File: config.mk
export PLATFORM = sky130hd
export DESIGN_NAME = split_mfft_to_two_sfft_flat
export DESIGN_NICKNAME = d
export VERILOG_FILES = /design/src/rtl/split_mfft_to_two_sfft_if.sv /design/src/rtl/split_mfft_to_two_sfft.sv /design/src/flat_wrapper.sv
export SDC_FILE = /design/constraint.sdc
export NUM_CORES = 1
export LEC_CHECK = 0
export ABC_AREA = 1
export CORE_MARGIN = 2
export CORE_UTILIZATION = 56
export CTS_CLUSTER_DIAMETER = 50
export DETAILED_ROUTE_END_ITERATION = 8
export PLACE_DENSITY = 0.78
export SETUP_SLACK_MARGIN = 0.15
export SYNTH_ARGS = -nofsm -noshare
export SYNTH_HDL_FRONTEND = slang
export SYNTH_SLANG_ARGS = --single-unit
export TNS_END_PERCENT = 50
File: constraint.sdc
create_clock -name i_clk -period 3.52 [get_ports i_clk]
set_input_delay 0.352 -clock i_clk [delete_from_list [all_inputs] [get_ports i_clk]]
set_output_delay 0.352 -clock i_clk [all_outputs]
set_load 0.03 [all_outputs]
File: src/rtl/split_mfft_to_two_sfft_if.sv
// Bundle for the splitter: serial sample input with ready/valid, per-sub-FFT frame-ready inputs,
// and the two aligned half-frame output streams.
interface split_mfft_to_two_sfft_if #(
    parameter int unsigned SIZE_BUFFER = 4,
    parameter int unsigned SIZE_DATA   = 16
);
    localparam int unsigned CNT_W = (SIZE_BUFFER > 1) ? SIZE_BUFFER - 1 : 1;

    logic [SIZE_DATA-1:0] i_data_i;
    logic [SIZE_DATA-1:0] i_data_q;
    logic                 i_valid;
    logic                 o_ready;
    logic                 i_resive_chet;
    logic                 i_resive_Nchet;
    logic [SIZE_DATA-1:0] o_data_chet_i;
    logic [SIZE_DATA-1:0] o_data_chet_q;
    logic [SIZE_DATA-1:0] o_data_Nchet_i;
    logic [SIZE_DATA-1:0] o_data_Nchet_q;
    logic                 o_flag_complete_chet;
    logic                 o_flag_complete_Nchet;
    logic [CNT_W-1:0]     o_counterSendData;
    logic                 o_overflow;

    modport master (
        output i_data_i, i_data_q, i_valid, i_resive_chet, i_resive_Nchet,
        input  o_ready, o_data_chet_i, o_data_chet_q, o_data_Nchet_i, o_data_Nchet_q,
               o_flag_complete_chet, o_flag_complete_Nchet, o_counterSendData, o_overflow
    );

    modport slave (
        input  i_data_i, i_data_q, i_valid, i_resive_chet, i_resive_Nchet,
        output o_ready, o_data_chet_i, o_data_chet_q, o_data_Nchet_i, o_data_Nchet_q,
               o_flag_complete_chet, o_flag_complete_Nchet, o_counterSendData, o_overflow
    );
endinterface

File: src/rtl/split_mfft_to_two_sfft.sv
// Decimation-in-time splitter: de-interleaves an NFFT-sample stream into even/odd half frames,
// double-buffered so one bank fills while the other streams to both sub-FFTs.
module split_mfft_to_two_sfft #(
    parameter int unsigned SIZE_BUFFER = 4,
    parameter int unsigned SIZE_DATA   = 16
) (
    input logic                     i_clk,
    input logic                     i_reset,
    split_mfft_to_two_sfft_if.slave bus
);
    localparam int unsigned NFFT   = 1 << SIZE_BUFFER;
    localparam int unsigned HALF   = NFFT / 2;
    localparam int unsigned CNT_W  = (SIZE_BUFFER > 1) ? SIZE_BUFFER - 1 : 1;
    localparam int unsigned WORD_W = 2 * SIZE_DATA;

    typedef enum logic [0:0] {StIdle, StSend} state_e;

    state_e                 r_state;
    logic [1:0]             r_full;
    logic [1:0]             w_full_d;
    logic                   r_wr_bank;
    logic                   r_rd_bank;
    logic                   w_wr_bank_d;
    logic [SIZE_BUFFER-1:0] r_wr_cnt;
    logic [CNT_W-1:0]       r_rd_idx;
    logic [CNT_W-1:0]       w_rd_idx_n;
    logic                   r_ready;
    logic                   r_overflow;
    logic                   r_flag;
    logic [SIZE_DATA-1:0]   r_out_ci;
    logic [SIZE_DATA-1:0]   r_out_cq;
    logic [SIZE_DATA-1:0]   r_out_ni;
    logic [SIZE_DATA-1:0]   r_out_nq;
    logic [CNT_W-1:0]       r_out_cnt;
    logic [WORD_W-1:0]      r_mem_chet  [NFFT];
    logic [WORD_W-1:0]      r_mem_nchet [NFFT];
    logic [WORD_W-1:0]      r_rd_chet;
    logic [WORD_W-1:0]      r_rd_nchet;
    logic                   w_accept;
    logic                   w_last_wr;
    logic                   w_start;
    logic                   w_last_rd;
    logic                   w_rd_en;
    logic [SIZE_BUFFER-1:0] w_waddr;
    logic [SIZE_BUFFER-1:0] w_raddr;

    assign w_accept  = bus.i_valid & r_ready;
    assign w_last_wr = w_accept & (r_wr_cnt == SIZE_BUFFER'(NFFT - 1));
    assign w_start   = (r_state == StIdle) & r_full[r_rd_bank]
                     & bus.i_resive_chet & bus.i_resive_Nchet;
    assign w_last_rd = (r_state == StSend) & (r_rd_idx == CNT_W'(HALF - 1));
    // RAM read runs one word ahead of the output registers
    assign w_rd_en    = w_start | ((r_state == StSend) & ~w_last_rd);
    assign w_rd_idx_n = w_start ? '0 : r_rd_idx + CNT_W'(1);

    // Bank bit on top, word index within the half below it
    assign w_waddr = (SIZE_BUFFER'(r_wr_bank) << (SIZE_BUFFER - 1)) | (r_wr_cnt >> 1);
    assign w_raddr = (SIZE_BUFFER'(r_rd_bank) << (SIZE_BUFFER - 1)) | SIZE_BUFFER'(w_rd_idx_n);

    assign w_wr_bank_d = r_wr_bank ^ w_last_wr;

    always_comb begin
        w_full_d = r_full;
        if (w_last_wr) w_full_d[r_wr_bank] = 1'b1;
        if (w_last_rd) w_full_d[r_rd_bank] = 1'b0;
    end

    always_ff @(posedge i_clk) begin
        if (w_accept & ~r_wr_cnt[0]) r_mem_chet[w_waddr] <= {bus.i_data_i, bus.i_data_q};
        if (w_accept & r_wr_cnt[0]) r_mem_nchet[w_waddr] <= {bus.i_data_i, bus.i_data_q};
        if (w_rd_en) begin
            r_rd_chet  <= r_mem_chet[w_raddr];
            r_rd_nchet <= r_mem_nchet[w_raddr];
        end
    end

    always_ff @(posedge i_clk or negedge i_reset) begin
        if (!i_reset) begin
            r_state    <= StIdle;
            r_full     <= '0;
            r_wr_bank  <= 1'b0;
            r_rd_bank  <= 1'b0;
            r_wr_cnt   <= '0;
            r_rd_idx   <= '0;
            r_ready    <= 1'b1;
            r_overflow <= 1'b0;
            r_flag     <= 1'b0;
            r_out_ci   <= '0;
            r_out_cq   <= '0;
            r_out_ni   <= '0;
            r_out_nq   <= '0;
            r_out_cnt  <= '0;
        end else begin
            r_full    <= w_full_d;
            r_wr_bank <= w_wr_bank_d;
            // A bank freed by SEND is seen here one cycle late, so o_ready rises after the burst
            r_ready   <= ~r_full[w_wr_bank_d];
            if (w_accept) r_wr_cnt <= r_wr_cnt + SIZE_BUFFER'(1);
            if (bus.i_valid & ~r_ready) r_overflow <= 1'b1;
            unique case (r_state)
                StIdle: begin
                    r_flag <= 1'b0;
                    if (w_start) begin
                        r_state  <= StSend;
                        r_rd_idx <= '0;
                    end
                end
                StSend: begin
                    r_flag    <= 1'b1;
                    r_out_ci  <= r_rd_chet[WORD_W-1:SIZE_DATA];
                    r_out_cq  <= r_rd_chet[SIZE_DATA-1:0];
                    r_out_ni  <= r_rd_nchet[WORD_W-1:SIZE_DATA];
                    r_out_nq  <= r_rd_nchet[SIZE_DATA-1:0];
                    r_out_cnt <= r_rd_idx;
                    if (w_last_rd) begin
                        r_state   <= StIdle;
                        r_rd_bank <= ~r_rd_bank;
                    end else begin
                        r_rd_idx <= w_rd_idx_n;
                    end
                end
                default: r_state <= StIdle;
            endcase
        end
    end

    assign bus.o_ready               = r_ready;
    assign bus.o_overflow            = r_overflow;
    assign bus.o_flag_complete_chet  = r_flag;
    assign bus.o_flag_complete_Nchet = r_flag;
    assign bus.o_data_chet_i         = r_out_ci;
    assign bus.o_data_chet_q         = r_out_cq;
    assign bus.o_data_Nchet_i        = r_out_ni;
    assign bus.o_data_Nchet_q        = r_out_nq;
    assign bus.o_counterSendData     = r_out_cnt;
endmodule

File: src/flat_wrapper.sv
// flat-port wrapper written by rule: the top's interface ports become plain ports
module split_mfft_to_two_sfft_flat 
#(
    parameter int unsigned SIZE_BUFFER = 4,
    parameter int unsigned SIZE_DATA   = 16
)
  (i_clk, i_reset, bus_i_data_i, bus_i_data_q, bus_i_valid, bus_i_resive_chet, bus_i_resive_Nchet, bus_o_ready, bus_o_data_chet_i, bus_o_data_chet_q, bus_o_data_Nchet_i, bus_o_data_Nchet_q, bus_o_flag_complete_chet, bus_o_flag_complete_Nchet, bus_o_counterSendData, bus_o_overflow);
  split_mfft_to_two_sfft_if #(.SIZE_BUFFER(SIZE_BUFFER), .SIZE_DATA(SIZE_DATA)) bus_i ();
  input logic i_clk;
  input logic i_reset;
  input wire logic [$bits(bus_i.i_data_i)-1:0] bus_i_data_i;
  input wire logic [$bits(bus_i.i_data_q)-1:0] bus_i_data_q;
  input wire logic [$bits(bus_i.i_valid)-1:0] bus_i_valid;
  input wire logic [$bits(bus_i.i_resive_chet)-1:0] bus_i_resive_chet;
  input wire logic [$bits(bus_i.i_resive_Nchet)-1:0] bus_i_resive_Nchet;
  output wire logic [$bits(bus_i.o_ready)-1:0] bus_o_ready;
  output wire logic [$bits(bus_i.o_data_chet_i)-1:0] bus_o_data_chet_i;
  output wire logic [$bits(bus_i.o_data_chet_q)-1:0] bus_o_data_chet_q;
  output wire logic [$bits(bus_i.o_data_Nchet_i)-1:0] bus_o_data_Nchet_i;
  output wire logic [$bits(bus_i.o_data_Nchet_q)-1:0] bus_o_data_Nchet_q;
  output wire logic [$bits(bus_i.o_flag_complete_chet)-1:0] bus_o_flag_complete_chet;
  output wire logic [$bits(bus_i.o_flag_complete_Nchet)-1:0] bus_o_flag_complete_Nchet;
  output wire logic [$bits(bus_i.o_counterSendData)-1:0] bus_o_counterSendData;
  output wire logic [$bits(bus_i.o_overflow)-1:0] bus_o_overflow;
  assign bus_i.i_data_i = bus_i_data_i;
  assign bus_i.i_data_q = bus_i_data_q;
  assign bus_i.i_valid = bus_i_valid;
  assign bus_i.i_resive_chet = bus_i_resive_chet;
  assign bus_i.i_resive_Nchet = bus_i_resive_Nchet;
  assign bus_o_ready = bus_i.o_ready;
  assign bus_o_data_chet_i = bus_i.o_data_chet_i;
  assign bus_o_data_chet_q = bus_i.o_data_chet_q;
  assign bus_o_data_Nchet_i = bus_i.o_data_Nchet_i;
  assign bus_o_data_Nchet_q = bus_i.o_data_Nchet_q;
  assign bus_o_flag_complete_chet = bus_i.o_flag_complete_chet;
  assign bus_o_flag_complete_Nchet = bus_i.o_flag_complete_Nchet;
  assign bus_o_counterSendData = bus_i.o_counterSendData;
  assign bus_o_overflow = bus_i.o_overflow;
  split_mfft_to_two_sfft #(.SIZE_BUFFER(SIZE_BUFFER), .SIZE_DATA(SIZE_DATA)) u_core (.i_clk(i_clk), .i_reset(i_reset), .bus(bus_i));
endmodule
# ---- Yosys cells after proc, flatten, opt, wreduce, memory -nomap -nowiden
# Memories as Yosys holds them, arrays and structs flattened. A register that Yosys moved wholly into a read port is not among the register bits.
# Cells that the tools add are included.
dict set report word_totals {
  output_inout_bits 71
  ram_bits 1024
  in_bits 37
  word_cells 76
  n_memories 2
  regBits 82
}
# name depth word_bits read_ports rd_clocked_by_memory_dff write_ports line_no
set memory_table {}
lappend memory_table {u_core.r_mem_chet 16 32 1 1 1 split_mfft_to_two_sfft.sv:35} ;# logic [WORD_W-1:0] r_mem_chet [NFFT];
lappend memory_table {u_core.r_mem_nchet 16 32 1 1 1 split_mfft_to_two_sfft.sv:36} ;# logic [WORD_W-1:0] r_mem_nchet [NFFT];
dict set report classes {
  mux 22
  n_bitwise 23
  eq_ne 4
  n_addsub 2
  magnitude_cmp 5
  n_reduce_logical 4
}
# operator n
set op_table {}
lappend op_table {{$mux 1} 12}
lappend op_table {{$and 1x1->1} 10}
lappend op_table {{$mux 3} 3}
lappend op_table {{$or 4x3->4} 2}
lappend op_table {{$lt 1x2->1 const B} 3}
lappend op_table {{$not 1->1} 6}
lappend op_table {{$pmux 3 s2} 1}
lappend op_table {{$add 4x1->4 const B} 1}
lappend op_table {{$eq 4x4->1 const B} 1}
lappend op_table {{$mux 2} 2}
lappend op_table {{$pmux 1 s2} 2}
lappend op_table {{$reduce_and 2->1} 2}
lappend op_table {{$add 3x1->3 const B} 1}
lappend op_table {{$eq 3x3->1 const B} 1}
lappend op_table {{$and 2x2->2} 1}
lappend op_table {{$demux 1 s1} 2}
lappend op_table {{$ge 1x1->1 const B} 2}
lappend op_table {{$logic_and 1x1->1} 2}
lappend op_table {{$ne 2x1->1 const B} 1}
lappend op_table {{$ne 2x2->1 const B} 1}
lappend op_table {{$not 2->2} 1}
lappend op_table {{$or 2x2->2} 1}
lappend op_table {{$or 1x1->1} 1}
lappend op_table {{$xor 1x1->1} 1}

# ---- Depth between registers and ports, before layout
# Gate-level depths: netlist (run 1).
dict set report depth {
  word_depth 8
  ltp_mapped 13
  depth_no_buf 10
}

# ---- Worst setup path before layout (run 1)
# No wires, ideal clock.
dict set report synth_timing {
  path_type {register to register}
  from {reg u_core.r_ready, in the netlist u_core.bus.o_ready}
  to {mem u_core.r_mem_nchet[7][0] (netlist name), enable pin}
  setup_ns 0.461
  period_less_slack_ns 3.770
  arrival_ns 3.309
  t_required_ns 3.059
  path_slack_ns -0.250
  path_stages_with_launch 7
  n_path_buf 0
  path_cell_list {dfstp_2 nand2_1 inv_1 nand2_1 nor2_1 inv_1 nor3_1}
}
dict set report synth_between {
  elab_chain_cells 4
}
# item line_no
set synth_lines {}
lappend synth_lines {{start, declared} split_mfft_to_two_sfft.sv:27} ;# logic r_ready;
lappend synth_lines {{start signal, assigned} split_mfft_to_two_sfft.sv:97} ;# r_ready <= ~r_full[w_wr_bank_d];
lappend synth_lines {{$and 1x1->1} split_mfft_to_two_sfft.sv:47} ;# assign w_accept = bus.i_valid & r_ready;
lappend synth_lines {{$and 1x1->1} split_mfft_to_two_sfft.sv:70} ;# if (w_accept & r_wr_cnt[0]) r_mem_nchet[w_waddr] <= {bus.i_data_i, bus.i_data_q};
lappend synth_lines {{$mux 1} split_mfft_to_two_sfft.sv:70}
lappend synth_lines {{$mux 1 (implied by the code)} split_mfft_to_two_sfft.sv:70}
lappend synth_lines {{end, declared} split_mfft_to_two_sfft.sv:36}
# Every way passes these cells.

# ---- Worst setup path in the final report (run 1)
dict set report layout_timing {
  from {reg u_core.r_rd_idx[0]}
  to {reg u_core.r_rd_nchet[1] (read register of u_core.r_mem_nchet) (data pin)}
}
dict set report layout_between {
  elab_chain_cells 5
  word_cells_on_any_way 8
  cone_classes {add/sub: 1; eq/ne: 1; mux: 1; bitwise: 5}
}
# item line_no
set layout_lines {}
lappend layout_lines {{start, declared} split_mfft_to_two_sfft.sv:25} ;# logic [CNT_W-1:0] r_rd_idx;
lappend layout_lines {{start signal, assigned} split_mfft_to_two_sfft.sv:119} ;# r_rd_idx <= w_rd_idx_n;
lappend layout_lines {{branches (longest 5 deep; another with $add 3x1->3)} -}
lappend layout_lines {{end, declared} split_mfft_to_two_sfft.sv:38} ;# logic [WORD_W-1:0] r_rd_nchet;
# Parallel ways; which one is timed is not known.
# A chain may end at the register's enable or synchronous reset.

==> qor.log, run 1 <==
qor: critical_path.cp_max_fo 31
qor: timing.tns 0 ns
qor: clocking.cts_repair_resize_count 0
qor: finish.final_cell_mix 1,088 x sky130_fd_sc_hd__edfxtp_1, 835 x sky130_fd_sc_hd__nand3_1, 607 x sky130_fd_sc_hd__nand2_1
qor: logic_synthesis.portion_of_the_post_synthesis_area_used_by_sequential_elements 0.7095
qor: logic_synthesis.post_synth.cell_area_avg 12.03 um^2
qor: critical_path.crit_chain ha_4, ha_1, nand2_8, inv_4, buf_4, nand3_1, nand3_1, nand2_1
qor: logic_synthesis.yosys_most_used_dff sky130_fd_sc_hd__edfxtp_1
qor: global_routing.pin_count_of_the_biggest_net_entering_global_routing 193
qor: route.first_pass_iters 8
qor: die.io_pins 108
qor: critical_path.regToRegStartpoint u_core.r_rd_idx[0]
qor: placed_design.finalWeightedCongestion 0.8638
qor: clocking.clk_path_buf_depth 3
qor: finish.final_common_cell sky130_fd_sc_hd__edfxtp_1
qor: pwr.cellLeakagePower 21.04 nW
qor: critical_path.worst-endpoint-arrival 3.39 ns
qor: clocking.cts_num_sinks 1,170
qor: clocking.tritoncts yes
qor: global_routing.first_pass_grt_wire_length 191,500 um
qor: route.drtIter0Drc 4,421
qor: clocking.clk_latency 0.69 ns
qor: die.floorplan.rows 108
qor: pwr.power.total 48.83 mW
qor: logic_synthesis.syn_inst_count 4,067
qor: critical_path.critical-path-slowest-cell sky130_fd_sc_hd__dfrtp_4
qor: route.routed-via-count 32,570
qor: critical_path.crit_buf_inv 2
qor: critical_path.critical_path_stages 8
qor: timing.worst_pin_slew 1.387 ns
qor: logic_synthesis.synth_fp_nets 4,107
qor: logic_synthesis.proportion_of_synthesized_flip_flops_having_asynchronous_set_or_reset 0.07009
qor: critical_path.critPathMaxStageDelay 0.53 ns
qor: timing.timing.final.setup_violations 0
qor: clocking.cts_made_buffers 113
qor: timing.rsz0062_at_grt false
qor: global_routing.antenna_found_initial 8
qor: logic_synthesis.post_synth_cell_types 31
qor: logic_synthesis.netlist.top_cell.by_area sky130_fd_sc_hd__edfxtp_1
qor: hold_path.worst_hold_path_type input port to flop
qor: pwr.ir_worst_vdd 0.0008570 V
qor: critical_path.worstSetupEndpoint u_core.r_rd_nchet[1]
qor: timing.finalCritPeriodShare 0.8441
qor: run_status.status complete, no violations
qor: critical_path.timing_worst_setup_path_type flop to flop
qor: timing.maxSlewViolCount 0
qor: clocking.cts.reportedPaths.clkPinSlew 0.06 ns
qor: die.core_area 0.08675 mm^2
qor: critical_path.cp-startpoint u_core.r_rd_idx[0]
qor: flow_run.drv_cap 0
qor: critical_path.reg2reg_depth 8
qor: critical_path.startpoint_type flop
qor: route.routed_wire_length_per_instance 23.67 um
qor: logic_synthesis.synth_area 0.04895 mm^2
qor: critical_path.worst_r2r_endpoint u_core.r_rd_nchet[1]
qor: logic_synthesis.yosys_warnings 0
qor: finish.nNetsFinal 4,167
qor: clocking.htree_levels 3
qor: pwr.power_per_cell_area 881.1 mW/mm^2
qor: timing.final.min_clock_period 2.971 ns
qor: logic_synthesis.postSynthRegisterBits 1,170
qor: die.dieArea 0.08978 mm^2
qor: critical_path.cpMostUsedCell sky130_fd_sc_hd__nand3_1
qor: global_routing.total_global_route_track_usage 0.2831
qor: timing.finClkSkew 0.01969 ns
qor: finish.synthesis_to_finish_area_growth 13.22%
qor: global_routing.gr-total-overflow 0
qor: logic_synthesis.synth_enable_flop_cells 1,088
qor: finish.drive_gt1_frac 0.1288
qor: clocking.cts_root_buf sky130_fd_sc_hd__clkbuf_16
qor: critical_path.timing.critical_path.to_type flop
qor: critical_path.cp_data_required_time 3.93 ns
qor: critical_path.rrSetupSlack 0.55 ns
qor: route.drt-total-wl 127,300 um
qor: route.remaining_routing_drc_violations 0
qor: critical_path.delay_heaviest_family_cp buffers and inverters
qor: die.die_w 299.6 um
qor: die.floorplan.initialDensity 0.5642
qor: placed_design.detailed_place_hpwl 69,570 um
qor: die.die-height 299.6 um
qor: timing.timing.max_slew.rel_slack 0.07242
qor: route.final_antenna_net_count 0
qor: logic_synthesis.yosys-top-cells-area sky130_fd_sc_hd__edfxtp_1 67%, sky130_fd_sc_hd__nand3_1 8.5%, sky130_fd_sc_hd__nand2_1 4.7%
qor: placed_design.port_buffers 107
qor: global_routing.first_global_vias 31,540
qor: timing.max_clock_freq 336.6 MHz
qor: timing.final_hold_viol_count 0
qor: route.vias_per_cell 6.055
qor: logic_synthesis.synth.top_cell.area_share 0.6675
[synthesized netlist by cell type, types with 32 or more instances]
| cell | count |
|---|---|
| sky130_fd_sc_hd__nand3_1 | 835 |
| sky130_fd_sc_hd__edfxtp_1 | 1088 |
| sky130_fd_sc_hd__buf_4 | 32 |
| sky130_fd_sc_hd__nand3b_1 | 128 |
| sky130_fd_sc_hd__inv_1 | 463 |
| sky130_fd_sc_hd__or2_2 | 192 |
| sky130_fd_sc_hd__clkbuf_1 | 134 |
| sky130_fd_sc_hd__buf_2 | 85 |
| sky130_fd_sc_hd__nand2_1 | 608 |
| sky130_fd_sc_hd__dfrtp_1 | 81 |
| sky130_fd_sc_hd__o2111ai_1 | 192 |
| sky130_fd_sc_hd__nor2_1 | 165 |
[metal layers]
metal / vias to the layer above / GRT usage / share of wire
met1: 15760 / 0.3835 / 0.38
met2: 2120 / 0.4470 / 0.46
met5: - / 0 / 0.00048
li1: 14390 / - / -
met4: 10 / 0.1077 / 0.033
met3: 287 / 0.06936 / 0.13
[through the flow]
stage	utilization	hold WS [ns]	setup slack, ns	cells	area (um^2)
4_1_cts	0.6387	0.2806	0.6283	5378	55410
5_1_grt	0.6387	0.3117	0.4957	5378	55410
3_3_place_gp	0.5961	0.4319	0.5069	5166	51710
6_report	0.6388	0.2962	0.5489	5379	55420
3_5_place_dp	0.5961	0.4363	0.5289	5166	51710
2_1_floorplan	-	0.05641	0.4663	4067	48950
[where the power goes]
group	switching [mW]	leakage, nW	internal, mW
combinational	13.1	8.39	6.09
clock	5.17	1.81	6.93
sequential	0.685	10.8	16.8
total	19.0	21.0	29.8
[worst min-delay path by stage]
stage | startpoint | endpoint | cells after the start
2_1_floorplan | i_reset | u_core.bus.o_counterSendData[0] | 0
3_3_place_gp | u_core.r_rd_nchet[18] | u_core.bus.o_data_Nchet_i[2] | 2
3_5_place_dp | u_core.r_rd_nchet[17] | u_core.bus.o_data_Nchet_i[1] | 2
4_1_cts | bus_i_data_q[2] | u_core.r_mem_chet[8][2] | 1
5_1_grt | bus_i_data_q[8] | u_core.r_mem_nchet[4][8] | 1
6_report | bus_i_data_q[8] | u_core.r_mem_chet[11][8] | 1
[kinds of logic after synthesis]
logic type / count (synthesis) / share of synthesized area
AND/OR/NAND/NOR: 1935 / 0.1898
flip-flops: 1170 / 0.7095
buffers and inverters: 752 / 0.06358
AO/OA/AOI/OAI: 202 / 0.03551
XOR/XNOR: 5 / 0.0008947
adder cells (fa/ha/maj): 3 / 0.0007670
[cell type report]
| cell class | count | area (um^2) |
|---|---|---|
| flip-flops and latches | 1170 | 34730 |
| fillers | 6203 | 31340 |
| multi-input cells | 2145 | 11420 |
| clock buffers | 136 | 2945 |
| repair buffers | 230 | 2357 |
| inverters | 467 | 1765 |
| well taps | 1155 | 1445 |
| clock inverters | 75 | 743.2 |
| diodes | 1 | 2.502 |
[sequential cells by signal (all words and copies together) (netlist names), 2 cells and up]
signal,cells
u_core.r_rd_chet,32
u_core.r_rd_idx,3
u_core.bus.o_data_chet_q,16
u_core.r_mem_nchet,512
u_core.bus.o_counterSendData,3
u_core.bus.o_data_Nchet_i,16
u_core.bus.o_data_Nchet_q,16
u_core.r_wr_cnt,4
u_core.r_rd_nchet,32
u_core.r_full,2
u_core.bus.o_data_chet_i,16
u_core.r_mem_chet,512
[timing repair]
action,4_1_cts,5_1_grt
buffers inserted,0,0
hold buffers,1,0
hold endpoints to repair,63,0
Note: power is estimated with default switching activity, not from simulation.
==> run 2: changes to the inputs <==
Settings changed: CORE_UTILIZATION 56 to 62, PLACE_DENSITY 0.78 to 0.82.
Clock period 3.52 ns to 2.9 ns, I/O delays scaled along.
==> qor.log, run 2 (synthesis results as in run 1) <==
qor: run_status.status complete, no violations
qor: placed_design.placedCellCount 5,064
qor: timing.tns 0 ns
qor: die.floorplan.initialDensity 0.6226
qor: timing.max_clock_freq 381.0 MHz
qor: critical_path.delay_heaviest_family_cp buffers and inverters
qor: pwr.power.switching_fraction 0.3830
qor: pwr.share_clk_of_total_power 0.259
qor: hold_path.worst_hold_path_type input port to asynchronous set/reset pin
qor: die.die-height 285.0 um
qor: global_routing.pin_count_of_the_biggest_net_entering_global_routing 193
qor: global_routing.total_global_route_track_usage 0.3160
qor: critical_path.cp_data_required_time 3.33 ns
qor: pwr.power.share.combinational 0.386
qor: timing.finalHoldWorstSlack 0.1682 ns
qor: critical_path.timing_worst_setup_path_type flop to flop
qor: die.die_w 285.0 um
qor: placed_design.port_buffers 107
qor: critical_path.startpoint_type flop
qor: route.drt-total-wl 129,900 um
qor: global_routing.gr-total-overflow 0
qor: timing.worst_pin_slew 1.109 ns
qor: route.remaining_routing_drc_violations 0
qor: critical_path.critical-path-slowest-cell sky130_fd_sc_hd__dfrtp_4
qor: critical_path.worst-endpoint-arrival 3.05 ns
qor: finish.drive_gt1_frac 0.1295
qor: timing.final_hold_viol_count 0
qor: route.drtIter0Drc 5,305
qor: route.routed-via-count 33,470
qor: timing.finalCritPeriodShare 0.9051
qor: die.core_area 0.07861 mm^2
qor: pwr.internal_power 36.93 mW
qor: finish.final_common_cell sky130_fd_sc_hd__edfxtp_1
qor: clocking.cts_hold_buffers 1
qor: critical_path.cpMostUsedCell sky130_fd_sc_hd__nand3_1
qor: clocking.cts.reportedPaths.clkPinSlew 0.06 ns
qor: clocking.tritoncts yes
qor: timing.maxSlewViolCount 0
qor: pwr.p_switching 22.92 mW
qor: pwr.power.total 59.85 mW
qor: timing.rsz0062_at_grt false
qor: clocking.cts_root_buf sky130_fd_sc_hd__clkbuf_16
qor: finish.final_cell_utilization_of_the_core 0.7132
qor: clocking.cts_repair_resize_count 0
qor: placed_design.finalWeightedCongestion 0.7935
qor: placed_design.detailed_place_hpwl 64,210 um
qor: route.vias_per_cell 6.326
qor: finish.nNetsFinal 4,176
qor: pwr.power_frac_seq 0.354
qor: finish.final_cells 5,290
qor: global_routing.antenna_found_initial 7
qor: global_routing.first_pass_grt_wire_length 193,900 um
qor: clocking.cts_num_sinks 1,170
qor: finish.synthesis_to_finish_area_growth 14.55%
qor: die.io_pins 108
qor: timing.finClkSkew 0.02213 ns
qor: clocking.clk_latency 0.70 ns
qor: timing.final.min_clock_period 2.625 ns
qor: timing.timing.max_slew.rel_slack 0.2607
qor: clocking.clk_path_buf_depth 3
qor: clocking.htree_levels 3
qor: flow_run.drv_cap 0
qor: pwr.power_per_cell_area 1067 mW/mm^2
qor: clocking.cts_made_buffers 119
qor: pwr.ir_worst_vdd 0.001164 V
qor: critical_path.timing.critical_path.to_type flop
qor: clocking.postCtsSetupRepairBufs 0
qor: finish.largest_registers u_core.r_mem_chet: 512 flops, u_core.r_mem_nchet: 512 flops
qor: critical_path.cp_max_fo 65
qor: global_routing.first_global_vias 32,590
qor: finish.final_cell_mix 1,088 x sky130_fd_sc_hd__edfxtp_1, 835 x sky130_fd_sc_hd__nand3_1, 607 x sky130_fd_sc_hd__nand2_1
qor: critical_path.crit_chain ha_4, ha_1, nand2_8, inv_4, buf_12, nand3_1, nand3_1, nand2_1
qor: critical_path.critPathMaxStageDelay 0.54 ns
qor: route.routed_wire_length_per_instance 24.55 um
qor: die.dieArea 0.08121 mm^2
qor: route.final_antenna_net_count 0
qor: timing.timing.final.setup_violations 0
qor: die.floorplan.rows 103
qor: route.first_pass_iters 6
qor: critical_path.crit_buf_inv 2
qor: pwr.cellLeakagePower 21.30 nW
run 2: cell type report:
type	count	area (um^2)
Fill cell	4820	22550
Inverter	467	1765
Antenna cell	1	2.502
Multi-Input combinational cell	2145	11420
Sequential cell	1170	34730
Tap cell	1050	1314
Clock buffer	157	3254
Timing Repair Buffer	233	2843
Clock inverter	67	730.7
run 2: per-stage QoR:
| step | setup WS, ns | cell area [um^2] |
|---|---|---|
| after floorplan | 0.02705 | 48960 |
| after global placement | 0.1972 | 52070 |
| after detailed placement | 0.1394 | 52070 |
| after CTS | 0.3403 | 56060 |
| after global routing | 0.2513 | 56060 |
| final | 0.2754 | 56070 |
run 2: final timing paths:
check                      cells past startpoint                            end  slack, ns                 from
setup reg to reg                               8          u_core.r_rd_nchet[23]       0.28   u_core.r_rd_idx[0]
hold / removal                                 2  u_core.bus.o_data_Nchet_q[15]       0.17              i_reset
setup / recovery                               8          u_core.r_rd_nchet[23]       0.28   u_core.r_rd_idx[0]
max in group asynchronous                      3    u_core.bus.o_data_chet_q[5]       2.01              i_reset
hold reg to reg                                2    u_core.bus.o_data_chet_q[1]       0.45  u_core.r_rd_chet[1]
min in group i_clk                             3          u_core.bus.o_overflow       0.18          bus_i_valid
run 2: power groups by stage:
stage	clock network [mW]	registers, mW	logic (mW)
6_report	15.5	21.2	23.1
5_1_grt	16.2	21.3	24.8
4_1_cts	15.6	21.2	22.8
3_5_place_dp	0	21.5	22.4
3_3_place_gp	0	21.5	21.8
2_1_floorplan	0	22.2	14.0
run 2: per-layer routing:
metal / routed length, um / track usage / up-vias
met4: 5328 / 0.1382 / 10
met1: 46240 / 0.4251 / 16020
li1: - / - / 14420
met2: 61180 / 0.5010 / 2592
met3: 17050 / 0.07120 / 423
met5: 59 / 0 / -
